File: src/rtl/spi_arb_pkg.sv
// Shared types and helpers for the SPI bus arbiter.
package spi_arb_pkg;

    typedef enum logic [1:0] {IDLE, SEND, BUSY, HOLD} state_t;

    localparam int unsigned CMD_W   = 16;
    localparam int unsigned RESP_W  = 16;
    localparam int unsigned MAX_REQ = 8;

    function automatic int unsigned onehot_to_idx(input logic [MAX_REQ-1:0] oh);
        int unsigned idx;
        idx = 0;
        for (int unsigned i = 0; i < MAX_REQ; i++) begin
            if (oh[i]) idx = i;
        end
        return idx;
    endfunction

endpackage

File: src/rtl/rr_picker.sv
// Combinational round-robin picker: first eligible requester at or above rr_ptr, wrapping.
module rr_picker
    import spi_arb_pkg::*;
#(
    parameter  int unsigned NUM_REQ = 2,
    localparam int unsigned IDX_W   = $clog2(NUM_REQ)
) (
    input  logic [NUM_REQ-1:0] eligible,
    input  logic [IDX_W-1:0]   rr_ptr,
    output logic [NUM_REQ-1:0] winner,
    output logic [IDX_W-1:0]   idx,
    output logic               valid
);

    int unsigned pos;

    always_comb begin
        winner = '0;
        valid  = 1'b0;
        pos    = 0;
        for (int unsigned i = 0; i < NUM_REQ; i++) begin
            pos = 32'(rr_ptr) + i;
            if (pos >= NUM_REQ) pos = pos - NUM_REQ;
            if (!valid && eligible[pos]) begin
                winner[pos] = 1'b1;
                valid       = 1'b1;
            end
        end
    end

    assign idx = IDX_W'(onehot_to_idx(MAX_REQ'(winner)));

endmodule

File: src/rtl/spi_bus_arbiter.sv
// Round-robin arbiter sharing one SPI master among NUM_REQ requesters, one frame per grant.
// Optional SPI_ARB_TIMEOUT_EN adds a BUSY/HOLD watchdog that releases a stuck grant via err_out.
module spi_bus_arbiter
    import spi_arb_pkg::*;
#(
    parameter int unsigned NUM_REQ   = 2,
    parameter int unsigned TO_CYCLES = 4096
) (
    input  logic                     clk,
    input  logic                     rst_n,
    input  logic [NUM_REQ-1:0]       req,
    input  logic [NUM_REQ-1:0]       lock,
    input  logic [CMD_W*NUM_REQ-1:0] cmd_flat,
    output logic [NUM_REQ-1:0]       gnt,
    output logic [NUM_REQ-1:0]       done_out,
    output logic [RESP_W-1:0]        resp_out,
    output logic [NUM_REQ-1:0]       err_out,
    output logic                     snd,
    output logic [CMD_W-1:0]         cmd,
    input  logic                     spi_done,
    input  logic [RESP_W-1:0]        spi_resp
);

    localparam int unsigned IDX_W = $clog2(NUM_REQ);

    state_t               state, state_nx;
    logic [IDX_W-1:0]     owner, owner_nx, rr_ptr, rr_ptr_nx, pick_idx, next_ptr;
    logic [NUM_REQ-1:0]   gnt_nx, done_nx, pick_oh;
    logic                 pick_valid;
    logic [CMD_W-1:0]     cmd_nx, pick_cmd, own_cmd;
    logic [RESP_W-1:0]    resp_nx;

    rr_picker #(.NUM_REQ(NUM_REQ)) u_picker (
        .eligible (req & ~done_out),
        .rr_ptr   (rr_ptr),
        .winner   (pick_oh),
        .idx      (pick_idx),
        .valid    (pick_valid)
    );

    always_comb begin
        pick_cmd = '0;
        own_cmd  = '0;
        for (int unsigned i = 0; i < NUM_REQ; i++) begin
            if (pick_idx == IDX_W'(i)) pick_cmd = cmd_flat[i*CMD_W +: CMD_W];
            if (owner == IDX_W'(i))    own_cmd  = cmd_flat[i*CMD_W +: CMD_W];
        end
    end

    assign next_ptr = (owner == IDX_W'(NUM_REQ - 1)) ? '0 : owner + 1'b1;
    assign snd      = (state == SEND);

`ifdef SPI_ARB_TIMEOUT_EN
    logic [15:0]        to_cnt, to_cnt_nx;
    logic [NUM_REQ-1:0] err_nx;
    logic               to_hit;
    assign to_hit = (to_cnt == 16'(TO_CYCLES - 1));
`else
    assign err_out = '0;
`endif

    always_comb begin
        state_nx  = state;
        gnt_nx    = gnt;
        owner_nx  = owner;
        rr_ptr_nx = rr_ptr;
        cmd_nx    = cmd;
        resp_nx   = resp_out;
        done_nx   = '0;
`ifdef SPI_ARB_TIMEOUT_EN
        err_nx    = '0;
`endif
        case (state)
            IDLE: begin
                if (pick_valid) begin
                    gnt_nx   = pick_oh;
                    owner_nx = pick_idx;
                    cmd_nx   = pick_cmd;
                    state_nx = SEND;
                end
            end
            SEND: state_nx = BUSY;
            BUSY: begin
                if (spi_done) begin
                    resp_nx        = spi_resp;
                    done_nx[owner] = 1'b1;
                    if (lock[owner]) begin
                        state_nx = HOLD;
                    end else begin
                        gnt_nx    = '0;
                        rr_ptr_nx = next_ptr;
                        state_nx  = IDLE;
                    end
                end
`ifdef SPI_ARB_TIMEOUT_EN
                else if (to_hit) begin
                    err_nx[owner] = 1'b1;
                    gnt_nx        = '0;
                    rr_ptr_nx     = next_ptr;
                    state_nx      = IDLE;
                end
`endif
            end
            HOLD: begin
                // done_out masks the owner's stale req for the cycle right after its frame
                if (req[owner] && !done_out[owner]) begin
                    cmd_nx   = own_cmd;
                    state_nx = SEND;
                end else if (!lock[owner]) begin
                    gnt_nx    = '0;
                    rr_ptr_nx = next_ptr;
                    state_nx  = IDLE;
                end
`ifdef SPI_ARB_TIMEOUT_EN
                else if (to_hit) begin
                    err_nx[owner] = 1'b1;
                    gnt_nx        = '0;
                    rr_ptr_nx     = next_ptr;
                    state_nx      = IDLE;
                end
`endif
            end
            default: state_nx = IDLE;
        endcase
`ifdef SPI_ARB_TIMEOUT_EN
        if ((state_nx == BUSY || state_nx == HOLD) && state_nx != state)
            to_cnt_nx = '0;
        else if (state == BUSY || state == HOLD)
            to_cnt_nx = to_cnt + 16'd1;
        else
            to_cnt_nx = to_cnt;
`endif
    end

    always_ff @(posedge clk or negedge rst_n) begin
        if (!rst_n) begin
            state    <= IDLE;
            gnt      <= '0;
            owner    <= '0;
            rr_ptr   <= '0;
            cmd      <= '0;
            resp_out <= '0;
            done_out <= '0;
`ifdef SPI_ARB_TIMEOUT_EN
            err_out  <= '0;
            to_cnt   <= '0;
`endif
        end else begin
            state    <= state_nx;
            gnt      <= gnt_nx;
            owner    <= owner_nx;
            rr_ptr   <= rr_ptr_nx;
            cmd      <= cmd_nx;
            resp_out <= resp_nx;
            done_out <= done_nx;
`ifdef SPI_ARB_TIMEOUT_EN
            err_out  <= err_nx;
            to_cnt   <= to_cnt_nx;
`endif
        end
    end

endmodule

File: config.mk
export PLATFORM = sky130hd
export DESIGN_NAME = spi_bus_arbiter
export DESIGN_NICKNAME = d
export VERILOG_FILES = /design/src/rtl/spi_arb_pkg.sv /design/src/rtl/rr_picker.sv /design/src/rtl/spi_bus_arbiter.sv
export SDC_FILE = /design/constraint.sdc
export NUM_CORES = 1
export LEC_CHECK = 0
export CAP_MARGIN = 20
export CELL_PAD_IN_SITES_DETAIL_PLACEMENT = 1
export CELL_PAD_IN_SITES_GLOBAL_PLACEMENT = 2
export CORE_UTILIZATION = 24
export DETAILED_ROUTE_END_ITERATION = 10
export GPL_TIMING_DRIVEN = 0
export PLACE_DENSITY = 0.87
export SYNTH_ARGS = -nofsm -noshare
export SYNTH_HDL_FRONTEND = slang
export SYNTH_SLANG_ARGS = --single-unit
File: constraint.sdc
create_clock -name clk -period 2.3 [get_ports clk]
set_input_delay 0.575 -clock clk [delete_from_list [all_inputs] [get_ports clk]]
set_output_delay 0.575 -clock clk [all_outputs]
set_load 0.005 [all_outputs]
==> flow_summary.yaml, run 1 <==
synthesis:
  yosys_most_used_dff: "dfrtp_1"
  synth_top_area_frac: 0.523
  synth-seq-cells: 40
  postSynthAreaPerCell_um2: 11.9
  synthDominantAreaCellType: "dfrtp_1"
  postSynthCellCount: 161
  synth_edf_count: 0
  ys_types: 36
  synth-async-reset-ratio: 1.00
  ys_warns: 0
  yosysSeqAreaShare: 0.523
  cell_types_occupying_the_most_area_after_synthesis: "dfrtp_1, mux2i_1, mux2_1, mux2_2, nor3_1"
  synth.cell_area_mm2: 0.00192
worst_setup_path:
  worst_path_fanout_max: 7
  worst-r2r-cell-count: 6
  cp.required_ns: 2.48
  critical_path.cell_chain: "clkdlybuf4s50_1 -> or3b_4 -> a21boi_4 -> or2_1 -> buf_4 -> mux2_1"
  worst_setup_path_end_kind: "flip-flop"
  max_incr_delay_on_cp_ns: 0.48
  worst_ep_arrival_time_ns: 2.38
  cp-start-kind: "input pin"
  crit_path_top_delay_cell: "clkdlybuf4s50_1"
  worst-setup-path-type: "in -> reg"
timing:
  grt_setup_unrepaired: "false"
  maxSlewViolCount: 0
  final_min_period_over_clock_period: 0.957
  setup_violations: 0
  clock_skew_ns: 0.00791
  final_sum_of_negative_setup_slack_ns: 0
  max_slew_margin: 0.658
  report.final.hold_viol_count: 0
  fmaxAchievable_ghz: 0.454
  timing.final.crit_period_ns: 2.20
  whs_ns: 0.155
  worst_pin_slew_ns: 0.512
run:
  cap_viol_max_count: 0
detailed_routing:
  drt_wl_total_um: 5370
  detail_route.wl_per_cell_um: 14.5
  drt_first_pass_iters: 4
  drc: 0
  dr.first_iter.drc_count: 48
  detailroute.via_count: 1655
  viasPerCell: 4.49
  postRouteAntennaNets: 0
layout:
  final_nets: 321
  syn2layout_area_growth_pct: 62.6
  diodes: 0
  stdcell_count: 369
  post_route_cells_drive_above_1_share: 0.154
  mostFrequentLayoutCells: "clkdlybuf4s50_1, dfrtp_1, nor3_1, mux2i_1, a21oi_1"
  leading_cell_type_in_the_layout_fill_and_taps_excluded: "clkdlybuf4s50_1"
power_and_ir_drop:
  p_per_area_mw_per_mm2: 1210
  vdd_ir_drop_max_mv: 0.470
  power_leakage_nw: 1.28
global_routing:
  globalRoute.totalOverflow: 0
  antenna_found_initial: 0
  largest_net_degree_at_the_start_of_global_routing: 30
  grt_first_pass_wirelength_um: 8910
  first_global_vias: 1813
  track_usage: 0.136
die:
  io_pins: 94
  die_y_um: 91.3
  die_width_um: 91.3
  die_area_mm2: 0.00834
  initial_utilization: 0.248
  placeableCoreArea_mm2: 0.00773
  std_cell_rows: 32
clock_network:
  worst_skew_late_latency_ns: 0.30
  hold_fix_buffers_at_cts: 0
  cts.reportedPaths.clkPinSlew_ns: 0.08
  cts_tree: "done"
  h-tree-depth: 2
  cts-root-buf: "clkbuf_8"
  clock_tree.buffer_depth: 2
  number_of_cts_inserted_buffers: 5
  cts_sinks: 40
placement:
  placedCellCount: 356
  finalWeightedCongestion: 0.725
  place.port_buffers: 91
  detailed_place_hpwl_um: 4090
min_path:
  worstHoldPathType: "in -> async"
status:
  status: "finished, final reports clean"
cells by family after synthesis:
family | count (synthesis) | synth area share
simple gates | 40 | 0.117
compound gates | 31 | 0.116
other cells | 1 | 0.00196
mux | 34 | 0.192
buf+inv | 15 | 0.0503
flops | 40 | 0.523
flip-flops by register name (all words and copies together) (netlist names):
| name | count |
|---|---|
| resp_out | 16 |
| state | 2 |
| owner | 1 |
| done_out | 2 |
| gnt | 2 |
| cmd | 16 |
| rr_ptr | 1 |
per-stage QoR:
step / utilization / instance area (um^2) / power (mW) / setup WS (ns)
after floorplan: - / 1920 / 2.23 / 0.409
after detailed placement: 0.385 / 2970 / 3.25 / -0.291
final: 0.403 / 3120 / 3.78 / 0.0979
after global placement: 0.383 / 2960 / 3.19 / -0.459
after global routing: 0.403 / 3120 / 4.05 / 0.0192
after CTS: 0.397 / 3070 / 3.77 / 0.0203
cell usage after synthesis, types with 3 or more instances:
cell	number
mux2i_1	15
buf_6	3
inv_1	4
dfrtp_1	40
nor3_1	15
o32ai_1	3
mux2_1	10
mux2_2	8
nand2b_1	3
a21oi_1	14
nand2_1	3
nor2_1	6
o21ai_0	3
buf_2	5
buf_4	3
critical path, delay by kind of cell:
family	cells	cell delay [ns]
multiplexers	1	0.32
AO/OA/AOI/OAI	1	0.29
buffers and inverters	2	0.63
AND/OR/NAND/NOR	2	0.56
timing repair:
item / in CTS / in global routing
setup endpoints to repair: 0 / 1
buffers inserted: 0 / 5
gates resized for setup: 0 / 1
area by class of cell:
| class | count | area [um^2] |
|---|---|---|
| fillers | 834 | 4610 |
| flip-flops and latches | 40 | 1000 |
| repair buffers | 97 | 963 |
| multi-input cells | 107 | 830 |
| well taps | 102 | 128 |
| clock buffers | 6 | 82.6 |
| plain buffers | 11 | 81.3 |
| clock inverters | 2 | 15.0 |
| inverters | 4 | 15.0 |
metal layers:
metal / global-route usage / part of all wire / vias to the layer above
met1: 0.161 / 0.42 / 812
met5: 0 / 0 / -
met4: 0.0278 / 0.0084 / 0
met3: 0.0452 / 0.065 / 5
met2: 0.239 / 0.50 / 54
li1: - / - / 784
power breakdown:
group / internal [mW] / leakage, nW / switching, mW
registers: 1.05 / 0.468 / 0.179
clock network: 0.243 / 0.0434 / 0.264
logic: 1.21 / 0.767 / 0.833
worst paths after layout:
path                       startpoint           end  slack [ns]
max                            req[0]        cmd[8]         0.1
min                             rst_n  resp_out[13]        0.16
max reg2reg                     owner        cmd[8]        0.36
min reg2reg                    gnt[0]        gnt[0]        0.49
max in group asynchronous       rst_n  resp_out[10]        1.69
min in group clk               gnt[0]        gnt[0]        0.49
Power figures use the tool's default switching activity.
==> run 2: changes to the inputs <==
--- a/config.mk
+++ b/config.mk
@@ -9,9 +9,11 @@
 export CELL_PAD_IN_SITES_DETAIL_PLACEMENT = 1
 export CELL_PAD_IN_SITES_GLOBAL_PLACEMENT = 2
 export CORE_UTILIZATION = 24
+export CTS_CLUSTER_SIZE = 28
 export DETAILED_ROUTE_END_ITERATION = 10
 export GPL_TIMING_DRIVEN = 0
 export PLACE_DENSITY = 0.87
+export SKIP_CTS_REPAIR_TIMING = 1
 export SYNTH_ARGS = -nofsm -noshare
 export SYNTH_HDL_FRONTEND = slang
 export SYNTH_SLANG_ARGS = --single-unit
==> results of run 2 <==
Final layout, timing and power as in run 1 (identical DEF).
